--- src/rtl/stream_mux_pkg.sv ---
// Shared types and helpers for the streaming channel mux.
package stream_mux_pkg;

  typedef enum logic [1:0] {
    ARB_SEL  = 2'd0,
    ARB_PRIO = 2'd1,
    ARB_RR   = 2'd2
  } arb_mode_e;

  // Channel index width; a single channel still gets one bit.
  function automatic int unsigned ch_w(input int unsigned n);
    return (n > 1) ? $clog2(n) : 1;
  endfunction

endpackage

--- src/rtl/stream_mux_arb_rr_arbiter.sv ---
// Rotating-priority search: first requester at or after ptr, wrapping at N-1.
module rr_arbiter
  import stream_mux_pkg::*;
#(
  parameter int unsigned N = 4,
  parameter int unsigned W = ch_w(N)
) (
  input  logic [N-1:0] req,
  input  logic [W-1:0] ptr,
  output logic [W-1:0] gnt_idx,
  output logic         gnt_vld
);

  localparam int unsigned SW = W + 1;

  logic [SW-1:0] cand;
  logic [W-1:0]  idx;

  // One extra bit so ptr+k never overflows before the wrap subtraction.
  always_comb begin
    gnt_idx = '0;
    gnt_vld = 1'b0;
    cand    = '0;
    idx     = '0;
    for (int unsigned k = 0; k < N; k++) begin
      cand = SW'(ptr) + SW'(k);
      if (cand >= SW'(N)) begin
        cand = cand - SW'(N);
      end
      idx = W'(cand);
      if (!gnt_vld && req[idx]) begin
        gnt_vld = 1'b1;
        gnt_idx = idx;
      end
    end
  end

endmodule

--- src/rtl/stream_mux_arb.sv ---
// N-channel packet-aware stream mux with selectable arbitration and a
// single registered output slot.
module stream_mux_arb
  import stream_mux_pkg::*;
#(
  parameter int unsigned DATA_WIDTH   = 32,
  parameter int unsigned NUM_CH       = 4,
  parameter arb_mode_e   ARB_MODE     = ARB_RR,
  parameter bit          LOCK_ON_LAST = 1'b1,
  localparam int unsigned CH_W        = ch_w(NUM_CH)
) (
  input  logic                         clk,
  input  logic                         reset,
  input  logic [CH_W-1:0]              sel_i,
  input  logic [NUM_CH-1:0]            in_valid_i,
  input  logic [NUM_CH-1:0]            in_last_i,
  input  logic [DATA_WIDTH*NUM_CH-1:0] in_data_i,
  output logic [NUM_CH-1:0]            in_ready_o,
  output logic                         out_valid_o,
  output logic [DATA_WIDTH-1:0]        out_data_o,
  output logic                         out_last_o,
  output logic [CH_W-1:0]              out_ch_o,
  input  logic                         out_ready_i
);

  typedef enum logic {
    IDLE   = 1'b0,
    LOCKED = 1'b1
  } state_e;

  state_e          state_q, state_d;
  logic [CH_W-1:0] lock_ch_q, lock_ch_d;
  logic [CH_W-1:0] rr_ptr_q, rr_ptr_d;

  logic [DATA_WIDTH-1:0] ch_data [NUM_CH];

  for (genvar k = 0; k < NUM_CH; k++) begin : g_unpack
    assign ch_data[k] = in_data_i[k*DATA_WIDTH +: DATA_WIDTH];
  end

  // Fixed priority is the rotating search with the pointer pinned at 0.
  logic [CH_W-1:0] arb_ptr;
  logic [CH_W-1:0] arb_idx;
  logic            arb_vld;

  assign arb_ptr = (ARB_MODE == ARB_RR) ? rr_ptr_q : '0;

  rr_arbiter #(
    .N (NUM_CH),
    .W (CH_W)
  ) u_arb (
    .req     (in_valid_i),
    .ptr     (arb_ptr),
    .gnt_idx (arb_idx),
    .gnt_vld (arb_vld)
  );

  logic            sel_hit;
  logic            slot_free;
  logic [CH_W-1:0] gnt;
  logic            gnt_vld;
  logic            accept;

  assign sel_hit   = (32'(sel_i) < NUM_CH) && in_valid_i[sel_i];
  assign slot_free = !out_valid_o || out_ready_i;

  // Grant, handshake and lock/pointer next-state.
  always_comb begin
    state_d    = state_q;
    lock_ch_d  = lock_ch_q;
    rr_ptr_d   = rr_ptr_q;
    gnt        = '0;
    gnt_vld    = 1'b0;
    in_ready_o = '0;
    accept     = 1'b0;

    if (state_q == LOCKED) begin
      gnt     = lock_ch_q;
      gnt_vld = 1'b1;
    end else if (ARB_MODE == ARB_SEL) begin
      gnt     = sel_i;
      gnt_vld = sel_hit;
    end else begin
      gnt     = arb_idx;
      gnt_vld = arb_vld;
    end

    if (gnt_vld && slot_free && !reset) begin
      in_ready_o[gnt] = 1'b1;
      accept          = in_valid_i[gnt];
    end

    if (accept) begin
      if (LOCK_ON_LAST) begin
        state_d   = in_last_i[gnt] ? IDLE : LOCKED;
        lock_ch_d = gnt;
      end
      if ((ARB_MODE == ARB_RR) && (!LOCK_ON_LAST || in_last_i[gnt])) begin
        rr_ptr_d = (32'(gnt) == NUM_CH - 1) ? '0 : gnt + CH_W'(1);
      end
    end
  end

  always_ff @(posedge clk) begin
    if (reset) begin
      state_q     <= IDLE;
      lock_ch_q   <= '0;
      rr_ptr_q    <= '0;
      out_valid_o <= 1'b0;
      out_data_o  <= '0;
      out_last_o  <= 1'b0;
      out_ch_o    <= '0;
    end else begin
      state_q   <= state_d;
      lock_ch_q <= lock_ch_d;
      rr_ptr_q  <= rr_ptr_d;
      if (slot_free) begin
        out_valid_o <= accept;
        if (accept) begin
          out_data_o <= ch_data[gnt];
          out_last_o <= in_last_i[gnt];
          out_ch_o   <= gnt;
        end
      end
    end
  end

endmodule

--- config.mk ---
export PLATFORM = sky130hd
export DESIGN_NAME = stream_mux_arb
export DESIGN_NICKNAME = d
export VERILOG_FILES = /design/src/rtl/stream_mux_pkg.sv /design/src/rtl/stream_mux_arb_rr_arbiter.sv /design/src/rtl/stream_mux_arb.sv
export SDC_FILE = /design/constraint.sdc
export NUM_CORES = 1
export LEC_CHECK = 0
export BUFFER_PORTS_ARGS = -buffer_cell sky130_fd_sc_hd__buf_2
export CELL_PAD_IN_SITES_DETAIL_PLACEMENT = 1
export CELL_PAD_IN_SITES_GLOBAL_PLACEMENT = 2
export CORE_UTILIZATION = 24
export CTS_BUF_LIST = sky130_fd_sc_hd__clkbuf_8 sky130_fd_sc_hd__clkbuf_16
export DETAILED_ROUTE_END_ITERATION = 10
export PLACE_DENSITY = 0.88
export SLEW_MARGIN = 20
export SYNTH_ARGS = -nofsm -noshare
export SYNTH_HDL_FRONTEND = slang
export SYNTH_SLANG_ARGS = --single-unit
--- constraint.sdc ---
create_clock -name clk -period 7.5 [get_ports clk]
set_clock_uncertainty 0.1 [all_clocks]
set_input_delay 0.375 -clock clk [delete_from_list [all_inputs] [get_ports clk]]
set_output_delay 0.375 -clock clk [all_outputs]
set_load 0.02 [all_outputs]
## Word level (Yosys, flattened, before mapping)

Cells that the tools add are included.

- Flip-flop bits (word level): 41
- Input bits: 141

- Add/sub/neg operators: 8
- Magnitude comparators: 11
- Equal/unequal tests: 1
- Mux-type cells: 35
- Bitwise operators: 1
- Reductions and logical operators: 14

Operator list:

| cell | count |
|---|---|
| binary-select mux 32 bit (select 2 bit) | 1 |
| 2-to-1 mux 32 bit | 2 |
| 2-to-1 mux 2 bit | 10 |
| less-than comparator 2 x 3 -> 1 bit (second input constant) | 5 |
| 2-to-1 mux 1 bit | 14 |
| binary-select mux 1 bit (select 2 bit) | 6 |
| greater-or-equal comparator 3 bit (second input constant) | 4 |
| subtractor 2 x 1 -> 2 bit (second input constant) | 4 |
| adder 2 x 2 -> 3 bit (second input constant) | 2 |
| logical AND 1 bit | 6 |
| zero test 1 bit | 5 |
| 2-to-1 mux 4 bit | 1 |
| AND reduction 2 bit | 2 |
| adder 2 x 1 -> 3 bit (second input constant) | 1 |
| greater-or-equal comparator 2 x 3 -> 1 bit (second input constant) | 1 |
| inverter 2 -> 3 bit | 1 |
| adder 2 x 1 -> 2 bit (second input constant) | 1 |
| demux 1 bit (select 2 bit) | 1 |
| == test 2 bit (second input constant) | 1 |
| greater-or-equal comparator 2 x 1 -> 1 bit (second input constant) | 1 |
| logical OR 1 bit | 1 |

## Depth between registers and ports, before layout

Gate-level depths: netlist (run 1).

- Word-level depth: 20
- Mapped depth: 10
- Gate-level depth less buffers: 7

## By module

Synthesis (run 1) repeated with hierarchy kept, for this count alone.

- Cells, all modules: 360
- Area total of the unflattened synthesis: 2860.2 um^2

By module, submodules not included:

| module | instances | cells an instance | area an instance (um^2) | sequential area each (um^2) |
|---|---|---|---|---|
| stream_mux_arb | 1 | 345 | 2782.7 | 820.8 |
| rr_arbiter | 1 | 15 | 77.6 | 0.0 |

## Least setup slack after synthesis (run 1)

OpenSTA, ideal clock, no wires.

- Kind: input-to-output
- Start point: in in_valid_i[2]
- End point: out in_ready_o[0]
- Arrival time: 2.062 ns
- Required time: 7.025 ns
- Path slack: 4.963 ns
- Cell stages on the path: 7
- Cells stage by stage: buf_2 > nor2b_1 > a311oi_1 > o31ai_4 > buf_4 > buf_2 > nor3_1

- Cells in the longest elaborated chain, start to end: 18
- Elaborated cells on any way between the ends: 32
- Those cells by class: 2 x order compare; 21 x mux; 9 x reduce/logical

Ends and longest elaborated chain:

| item | RTL line | source |
|---|---|---|
| from (decl) | stream_mux_arb.sv:15 | `input logic [NUM_CH-1:0] in_valid_i,` |
| binary-select mux 1 bit (select 2 bit) | stream_mux_arb_rr_arbiter.sv:31 | `if (!gnt_vld && req[idx]) begin` |
| 2-to-1 mux 1 bit (implied by the code) | stream_mux_arb_rr_arbiter.sv:31 |  |
| 2-to-1 mux 1 bit | stream_mux_arb_rr_arbiter.sv:31 |  |
| zero test 1 bit | stream_mux_arb_rr_arbiter.sv:31 |  |
| logical AND 1 bit | stream_mux_arb_rr_arbiter.sv:31 |  |
| 2-to-1 mux 1 bit | stream_mux_arb_rr_arbiter.sv:31 |  |
| zero test 1 bit | stream_mux_arb_rr_arbiter.sv:31 |  |
| logical AND 1 bit | stream_mux_arb_rr_arbiter.sv:31 |  |
| (+2 left out) | - |  |
| logical AND 1 bit | stream_mux_arb_rr_arbiter.sv:31 |  |
| 2-to-1 mux 2 bit | stream_mux_arb_rr_arbiter.sv:31 |  |
| 2-to-1 mux 2 bit | stream_mux_arb.sv:77 | `if (state_q == LOCKED) begin` |
| less-than comparator 2 x 3 -> 1 bit (implied by the code) / greater-or-equal comparator 2 x 1 -> 1 bit (equally long branches) | stream_mux_arb.sv:89 | `in_ready_o[gnt] = 1'b1;` |
| logical AND 1 bit (implied by the code) | stream_mux_arb.sv:89 |  |
| 2-to-1 mux 1 bit (implied by the code) | stream_mux_arb.sv:89 |  |
| demux 1 bit (select 2 bit) | stream_mux_arb.sv:89 |  |
| 2-to-1 mux 4 bit * | stream_mux_arb.sv:88 | `if (gnt_vld && slot_free && !reset) begin` |
| to (decl) | stream_mux_arb.sv:18 | `output logic [NUM_CH-1:0] in_ready_o,` |

Mark *: on every way between the ends. The rest lies on a longest branch, timed or not. The select of a mux whose other input is x is not followed.

## Final worst setup path (run 1)

- Start point: reg rr_ptr_q[1], in the netlist arb_ptr[1]
- End point: reg rr_ptr_q[1], in the netlist arb_ptr[1]

- Cells in the longest elaborated chain, start to end: 19
- Elaborated cells on any way between the ends: 50
- Those cells by class: 8 x add/sub; 4 x order compare; 1 x eq/ne; 28 x mux; 9 x reduce/logical

Ends and longest elaborated chain:

| item | RTL line | source |
|---|---|---|
| from (decl) | stream_mux_arb.sv:33 | `logic [CH_W-1:0] rr_ptr_q, rr_ptr_d;` |
| from (signal assigned) | stream_mux_arb.sv:116 | `rr_ptr_q <= rr_ptr_d;` |
| branches (longest 19 deep; another with adder 2 x 1 -> 3 bit) | - |  |

Parallel ways; which one is timed is not known. The select of a mux whose other input is x is not followed.
A chain may end at the register's enable or synchronous reset.

==> results_dict.tcl, run 1 <==
set metrics [dict create \
    die_h_um 112 \
    ys_ff_latch 41 \
    seq_area_sq_um 821 \
    yosys.area_share.simple 0.156 \
    setup_viol 0 \
    drt-met1-wl_um 4240 \
    synth-main-ff-cell "dfxtp_1" \
    async_reset_ff_frac 0 \
    maxSlewHeadroom 0.302 \
    cp.required_ns 7.57 \
    power_density_mw_per_mm2 324 \
    fp-row-count 39 \
    crit_arrival_ns 3.45 \
    synth_top_family_by_area "multiplexers" \
    start_kind "flip-flop" \
    worstSetupEndpointType "flip-flop" \
    ir_drop_uv 108 \
    place.gp.congestion 0.734 \
    met3RoutedLength_um 702 \
    vias 3246 \
    place.detailed.hpwl_um 6970 \
    total_leakage_power_nw 1.76 \
    synth_nets 479 \
    drt-total-wl_um 9710 \
    drt-wirelength-per-cell_um 15.3 \
    grt_pass1_vias 3281 \
    period_needed_ns 3.39 \
    wl_met2_um 4720 \
    violations "DRC" \
    synth_area_sq_mm 0.00289 \
    drt_first_iter_violations 101 \
    synth_edf_count 0 \
    synth.distinct_cells 37 \
    avgSynthCellArea_sq_um 8.59 \
    postCtsSetupBuffers 0 \
    yosysSeqAreaShare 0.284 \
    die_x_um 112 \
    antenna_found_initial 0 \
    grt_pass1_wl_um 15900 \
    ctsResizeCount 0 \
    final.setup.tns_ns 0 \
    die-area_sq_mm 0.0125 \
    cp_max_fo 72 \
    fmax_mhz 295 \
    hold_path.class "primary input to flip-flop" \
    initial_core_util 0.249 \
    dr.pass1.iters 7 \
    fin_crit_sh 0.452 \
    coreArea_sq_mm 0.0116 \
    dr.max_layer_used "met4" \
    crit_type "flip-flop to flip-flop" \
    htree_levels 2 \
    status "finished, violations left" \
    area.growth.synth_to_final_pct 38.5 \
    synthAdderAreaFrac 0.00867 \
    drc_errors 15 \
    track_usage 0.154 \
    tightest_slew_ns 1.04 \
    finalNetCount 633 \
    syn-instance-count 336 \
    synth-xor-area-share 0 \
    portBuffers 178 \
    final_common_cell "buf_2" \
    cts_buffers 5 \
    path_clk_slew_ns 0.07 \
    fillCellCount 1446 \
    cts_tree "yes" \
    multi_input_area_sq_mm 0.00189 \
    final_cell_mix "buf_2 (178), dfxtp_1 (41), nand2_1 (38), a21oi_1 (38)" \
    rsz0062_at_grt "false" \
    ant_nets 0 \
    cts.sinks 41 \
    ioPinCount 181 \
    cts_hold_buffers 0 \
    hold_viol_final 0 \
    insertion_delay_ns 0.28 \
    synth.area.mux_share 0.263 \
    synth_compound_area_frac 0.221 \
    yosys_warnings 0 \
    insertedDiodeCount 0 \
    globalRouteOverflowTotal 0 \
    vias_per_cell 5.12 \
    grt_max_degree 73 \
    cts_root_buf "clkbuf_16" \
    worst_hold_slack_ns 0.318 \
    cap_violations 0 \
    maxSlewViolCount 0 \
    cts_buffer_depth 2 \
    final_layout_size_suffix_gt1_frac 0.468 \
]
-- cells in the mapped netlist (3+ instances only) --
library cell | n | share of area
clkbuf_1 | 17 | 0.022
inv_1 | 4 | 0.0052
buf_4 | 5 | 0.013
buf_2 | 10 | 0.017
nor3_1 | 4 | 0.0069
mux2_2 | 33 | 0.13
nor2b_1 | 5 | 0.011
and3_1 | 5 | 0.011
nor2_1 | 3 | 0.0039
o21a_1 | 4 | 0.010
a21oi_1 | 38 | 0.066
o221ai_1 | 32 | 0.097
nand3_1 | 35 | 0.061
mux2i_1 | 35 | 0.12
nand2_1 | 39 | 0.051
dfxtp_1 | 41 | 0.28
-- path summary, 6_finish.rpt --
check | slack, ns | depth (start not counted) | startpoint | to
worst max-delay path | 4.11 | 9 | arb_ptr[1] | arb_ptr[1]
worst min-delay path | 0.32 | 3 | out_ready_i | out_valid_o
worst max register to register | 4.11 | 9 | arb_ptr[1] | arb_ptr[1]
worst min register to register | 0.36 | 2 | out_data_o[15] | out_data_o[15]
-- critical path: stages, from the launching register on --
cell and delay (ns):
dfxtp_1 0.41, nand2_1 0.14, a311oi_1 0.14, o31ai_4 0.23, buf_4 0.78, and3_1 0.36
o21a_1 0.14, buf_4 0.40, o221ai_4 0.19, mux2_4 0.34
-- through the flow --
stage,area (sq um),instances,utilization,total power [mW],setup slack (ns)
2_1_floorplan,2890,336,-,0.872,4.96
3_3_place_gp,3820,626,0.331,1.04,4.06
3_5_place_dp,3820,626,0.331,1.06,3.99
4_1_cts,4000,634,0.346,1.31,4.09
5_1_grt,4000,634,0.346,1.39,3.93
6_report,4000,634,0.346,1.29,4.11
-- cell families after synthesis --
group	after synthesis
buffers and inverters	39
muxes	70
DFF	41
AOI/OAI and AO/OA	88
adders and majority gates	2
and+or+nand+nor	96
-- registers in the layout, indices dropped and copies added, names as in the netlist --
signal and flops:
state_q 1, lock_ch_q 2, out_ch_o 2, out_last_o 1
out_data_o 32, arb_ptr 2, out_valid_o 1
-- power by group --
| part | internal, mW | switching [mW] |
|---|---|---|
| logic | 0.298 | 0.419 |
| registers | 0.285 | 0.0444 |
| clock network | 0.158 | 0.0899 |
| total | 0.741 | 0.553 |
-- cell type report --
type,instances,area share
clock buffer,5,0.0313
clock inverter,3,0.0116
inverter,4,0.00376
multi-input combinational,256,0.473
sequential,41,0.205
tap,143,0.0448
timing repair buffer,182,0.230
-- layer usage --
layer / up-vias / track usage
met5: - / 0
met1: 1535 / 0.188
li1: 1569 / -
met3: 6 / 0.0299
met2: 136 / 0.283
met4: 0 / 0.0225
No activity file was read; power rests on OpenSTA's default activity.
==> inputs of run 2 (changes only) <==
--- a/config.mk
+++ b/config.mk
@@ -5,13 +5,14 @@
 export SDC_FILE = /design/constraint.sdc
 export NUM_CORES = 1
 export LEC_CHECK = 0
+export ABC_AREA = 1
 export BUFFER_PORTS_ARGS = -buffer_cell sky130_fd_sc_hd__buf_2
 export CELL_PAD_IN_SITES_DETAIL_PLACEMENT = 1
 export CELL_PAD_IN_SITES_GLOBAL_PLACEMENT = 2
-export CORE_UTILIZATION = 24
+export CORE_UTILIZATION = 20
 export CTS_BUF_LIST = sky130_fd_sc_hd__clkbuf_8 sky130_fd_sc_hd__clkbuf_16
 export DETAILED_ROUTE_END_ITERATION = 10
-export PLACE_DENSITY = 0.88
+export PLACE_DENSITY = 0.84
 export SLEW_MARGIN = 20
 export SYNTH_ARGS = -nofsm -noshare
 export SYNTH_HDL_FRONTEND = slang
==> constraint.sdc (replaced) <==
create_clock -name clk -period 3.2 [get_ports clk]
set_clock_uncertainty 0.1 [all_clocks]
set_input_delay 0.16 -clock clk [delete_from_list [all_inputs] [get_ports clk]]
set_output_delay 0.16 -clock clk [all_outputs]
set_load 0.02 [all_outputs]
==> run 2 against run 1 <==
  * The flow now finishes without violations
  * Area after synthesis up 1.1%
  * Setup slack worse by 3.7 ns
  * First-iteration DRC count shrank 9.9%
  * Critical path type unchanged
  * Largest power group unchanged
==> results_dict.tcl, run 2 <==
set metrics [dict create \
    vias 3795 \
    cpMaxStageDelayCell "dfxtp_1" \
    period_needed_ns 2.82 \
    power_mw 6.05 \
    finalNetCount 817 \
    path_clk_slew_ns 0.06 \
    synth.distinct_cells 25 \
    synth_top_area_frac 0.281 \
    power_density_mw_per_mm2 1460 \
    globalRouteOverflowTotal 0 \
    worstHoldStart "reset" \
    crit_arrival_ns 2.89 \
    initial_core_util 0.208 \
    ys_ff_latch 41 \
    yosysSeqAreaShare 0.281 \
    vias_per_cell 4.44 \
    cts_buffer_depth 2 \
    htree_levels 2 \
    crit_chain "inv_2 > nand2_1 > nand2_1 > nand2_1 > nand2_2 > nor2_4 > nand3_2 > nand3_1 > nand3_2 > nand2_2 > buf_12 > nor2_2 > buf_4 > nand2_1 > o211ai_1 > nor2_1 > nor2_1" \
    drt_first_iter_violations 91 \
    hold_path.class "primary input to flip-flop" \
    grt_pass1_wl_um 18500 \
    cts_root_buf "clkbuf_16" \
    synth_most_common_cell "nand2_1" \
    synth_area_sq_mm 0.00292 \
    cts.sinks 41 \
    ioPinCount 181 \
    ant_nets 0 \
    insertion_delay_ns 0.28 \
    critPathMostFrequentCell "nand2_1" \
    cp_slowest_stage_delay_ns 0.47 \
    maxSlewViolCount 0 \
    async_reset_ff_frac 0 \
    path_buf_inv 3 \
    tightest_slew_ns 0.994 \
    insertedDiodeCount 0 \
    fp-row-count 43 \
    grt_pass1_vias 3886 \
    final_layout_size_suffix_gt1_frac 0.319 \
    cts_hold_buffers 0 \
    reg2reg_depth 17 \
    synthTopCellsByCount "nand2_1 (153), nor2_1 (92), inv_1 (47)" \
    hold_end "lock_ch_q[1]" \
    rsz0062_at_grt "false" \
    syn-instance-count 508 \
    hold_viol_final 0 \
    drc_errors 0 \
    cp.required_ns 3.27 \
    final_cell_mix "buf_2 (178), nand2_1 (153), nor2_1 (92)" \
    fmax_mhz 354 \
    place.detailed.hpwl_um 9170 \
    yosys_warnings 0 \
    total_leakage_power_nw 2.27 \
    r2r-end "out_data_o[28]" \
    place.gp.congestion 0.843 \
    antenna_found_initial 0 \
    final.setup.tns_ns 0 \
    avgSynthCellArea_sq_um 5.74 \
    coreArea_sq_mm 0.0140 \
    regMostFlops "out_data_o" \
    dr.pass1.iters 4 \
    portBuffers 178 \
    postCtsSetupBuffers 0 \
    cts_tree "yes" \
    synth_edf_count 0 \
    die_x_um 123 \
    status "finished, final reports clean" \
    final_common_cell "buf_2" \
    min_path_cells 2 \
    drt-wirelength-per-cell_um 13.7 \
    worst_hold_slack_ns 0.0357 \
    area.growth.synth_to_final_pct 42.0 \
    grt_max_degree 66 \
    setup_viol 0 \
    fillCellCount 1859 \
    synth_nets 651 \
    synth-main-ff-cell "dfxtp_1" \
    track_usage 0.156 \
    r2r_start "arb_ptr[1]" \
    fin_crit_sh 0.882 \
    drt-total-wl_um 11700 \
    largest_reg_flops 32 \
    ff2ff_setup_slack_ns 0.38 \
    worstSetupEndpointType "flip-flop" \
    maxSlewHeadroom 0.336 \
    crit_type "flip-flop to flip-flop" \
    path_delay_family "simple AND/OR/NAND/NOR gates" \
    cp_max_fo 65 \
    die_h_um 123 \
    cap_violations 0 \
    ir_drop_uv 587 \
    synth_top_area_cell "dfxtp_1" \
    cts_buffers 5 \
    synthTopCellsByArea "dfxtp_1 (28%), nand2_1 (20%), nor2_1 (12%)" \
    start_kind "flip-flop" \
    die-area_sq_mm 0.0151 \
]
## run 2: cell count changes after synthesis, sizes merged, moves of 5 or more
cell    delta
o211ai    +18
o21ai     +44
a21oi     -17
inv       +49
nor2b      -5
clkbuf    -10
and3       -5
mux2      -34
nor2      +95
nand2    +117
mux2i     -35
o221ai    -33
## run 2: cell type report
class	instances	area (sq um)	share of cell area
Clock inverter	2	35.0	0.00845
Clock buffer	5	125	0.0302
Timing Repair Buffer	187	987	0.238
Tap cell	180	225	0.0543
Sequential cell	41	822	0.198
Multi-Input combinational cell	386	1750	0.422
Inverter	53	201	0.0486
## run 2: through the flow
stage	instances	utilization	area (sq um)	setup WS [ns]
global placement	847	0.283	3980	0.430
floorplan	508	-	2920	0.819
global route	854	0.295	4140	0.0716
finish	854	0.295	4140	0.378
CTS	854	0.295	4140	0.208
detailed placement	847	0.283	3980	0.207
## run 2: worst reg2reg max path: stages, from the launching register on
cell,delay [ns]
dfxtp_1,0.47
inv_2,0.10
nand2_1,0.07
nand2_1,0.08
nand2_1,0.09
nand2_2,0.09
nor2_4,0.13
nand3_2,0.11
nand3_1,0.13
nand3_2,0.16
nand2_2,0.21
buf_12,0.27
nor2_2,0.13
buf_4,0.23
nand2_1,0.10
o211ai_1,0.09
nor2_1,0.10
nor2_1,0.05
## run 2: kinds of logic (layout without fill, tap and decap cells)
kind of cell,count (synthesis),after routing,share of synthesized area
simple gates,294,294,0.413
compound gates,90,90,0.175
buf+inv,81,247,0.121
flops,41,41,0.281
fa+ha+maj,2,2,0.00857
## run 2: worst max path at each step
stage	from	to	slack (ns)	cells after the start
6_report	arb_ptr[1]	out_data_o[28]	0.38	17
5_1_grt	arb_ptr[1]	out_data_o[4]	0.07	18
4_1_cts	arb_ptr[0]	arb_ptr[1]	0.21	16
3_5_place_dp	arb_ptr[0]	arb_ptr[1]	0.21	16
3_3_place_gp	arb_ptr[0]	arb_ptr[0]	0.43	16
2_1_floorplan	arb_ptr[0]	in_ready_o[2]	0.82	14
## run 2: power by group
part | internal [mW] | switching [mW] | leakage, nW
Combinational | 1.54 | 3.16 | 1.85
Sequential | 0.695 | 0.100 | 0.338
Clock | 0.362 | 0.196 | 0.0797
Total | 2.59 | 3.46 | 2.27
## run 2: metal layers
| layer | global-route usage | up-vias | share of wire |
|---|---|---|---|
| li1 | - | 1929 | - |
| met1 | 0.183 | 1755 | 0.42 |
| met3 | 0.0376 | 9 | 0.061 |
| met4 | 0.0335 | 0 | 0.010 |
| met2 | 0.283 | 102 | 0.51 |
| met5 | 0 | - | 0 |
## run 2: what timing repair did
| item | 4_1_cts | 5_1_grt |
|---|---|---|
| hold endpoints to repair | 0 | 0 |
| gates resized for setup | 0 | 2 |
| setup endpoints to repair | 0 | 20 |
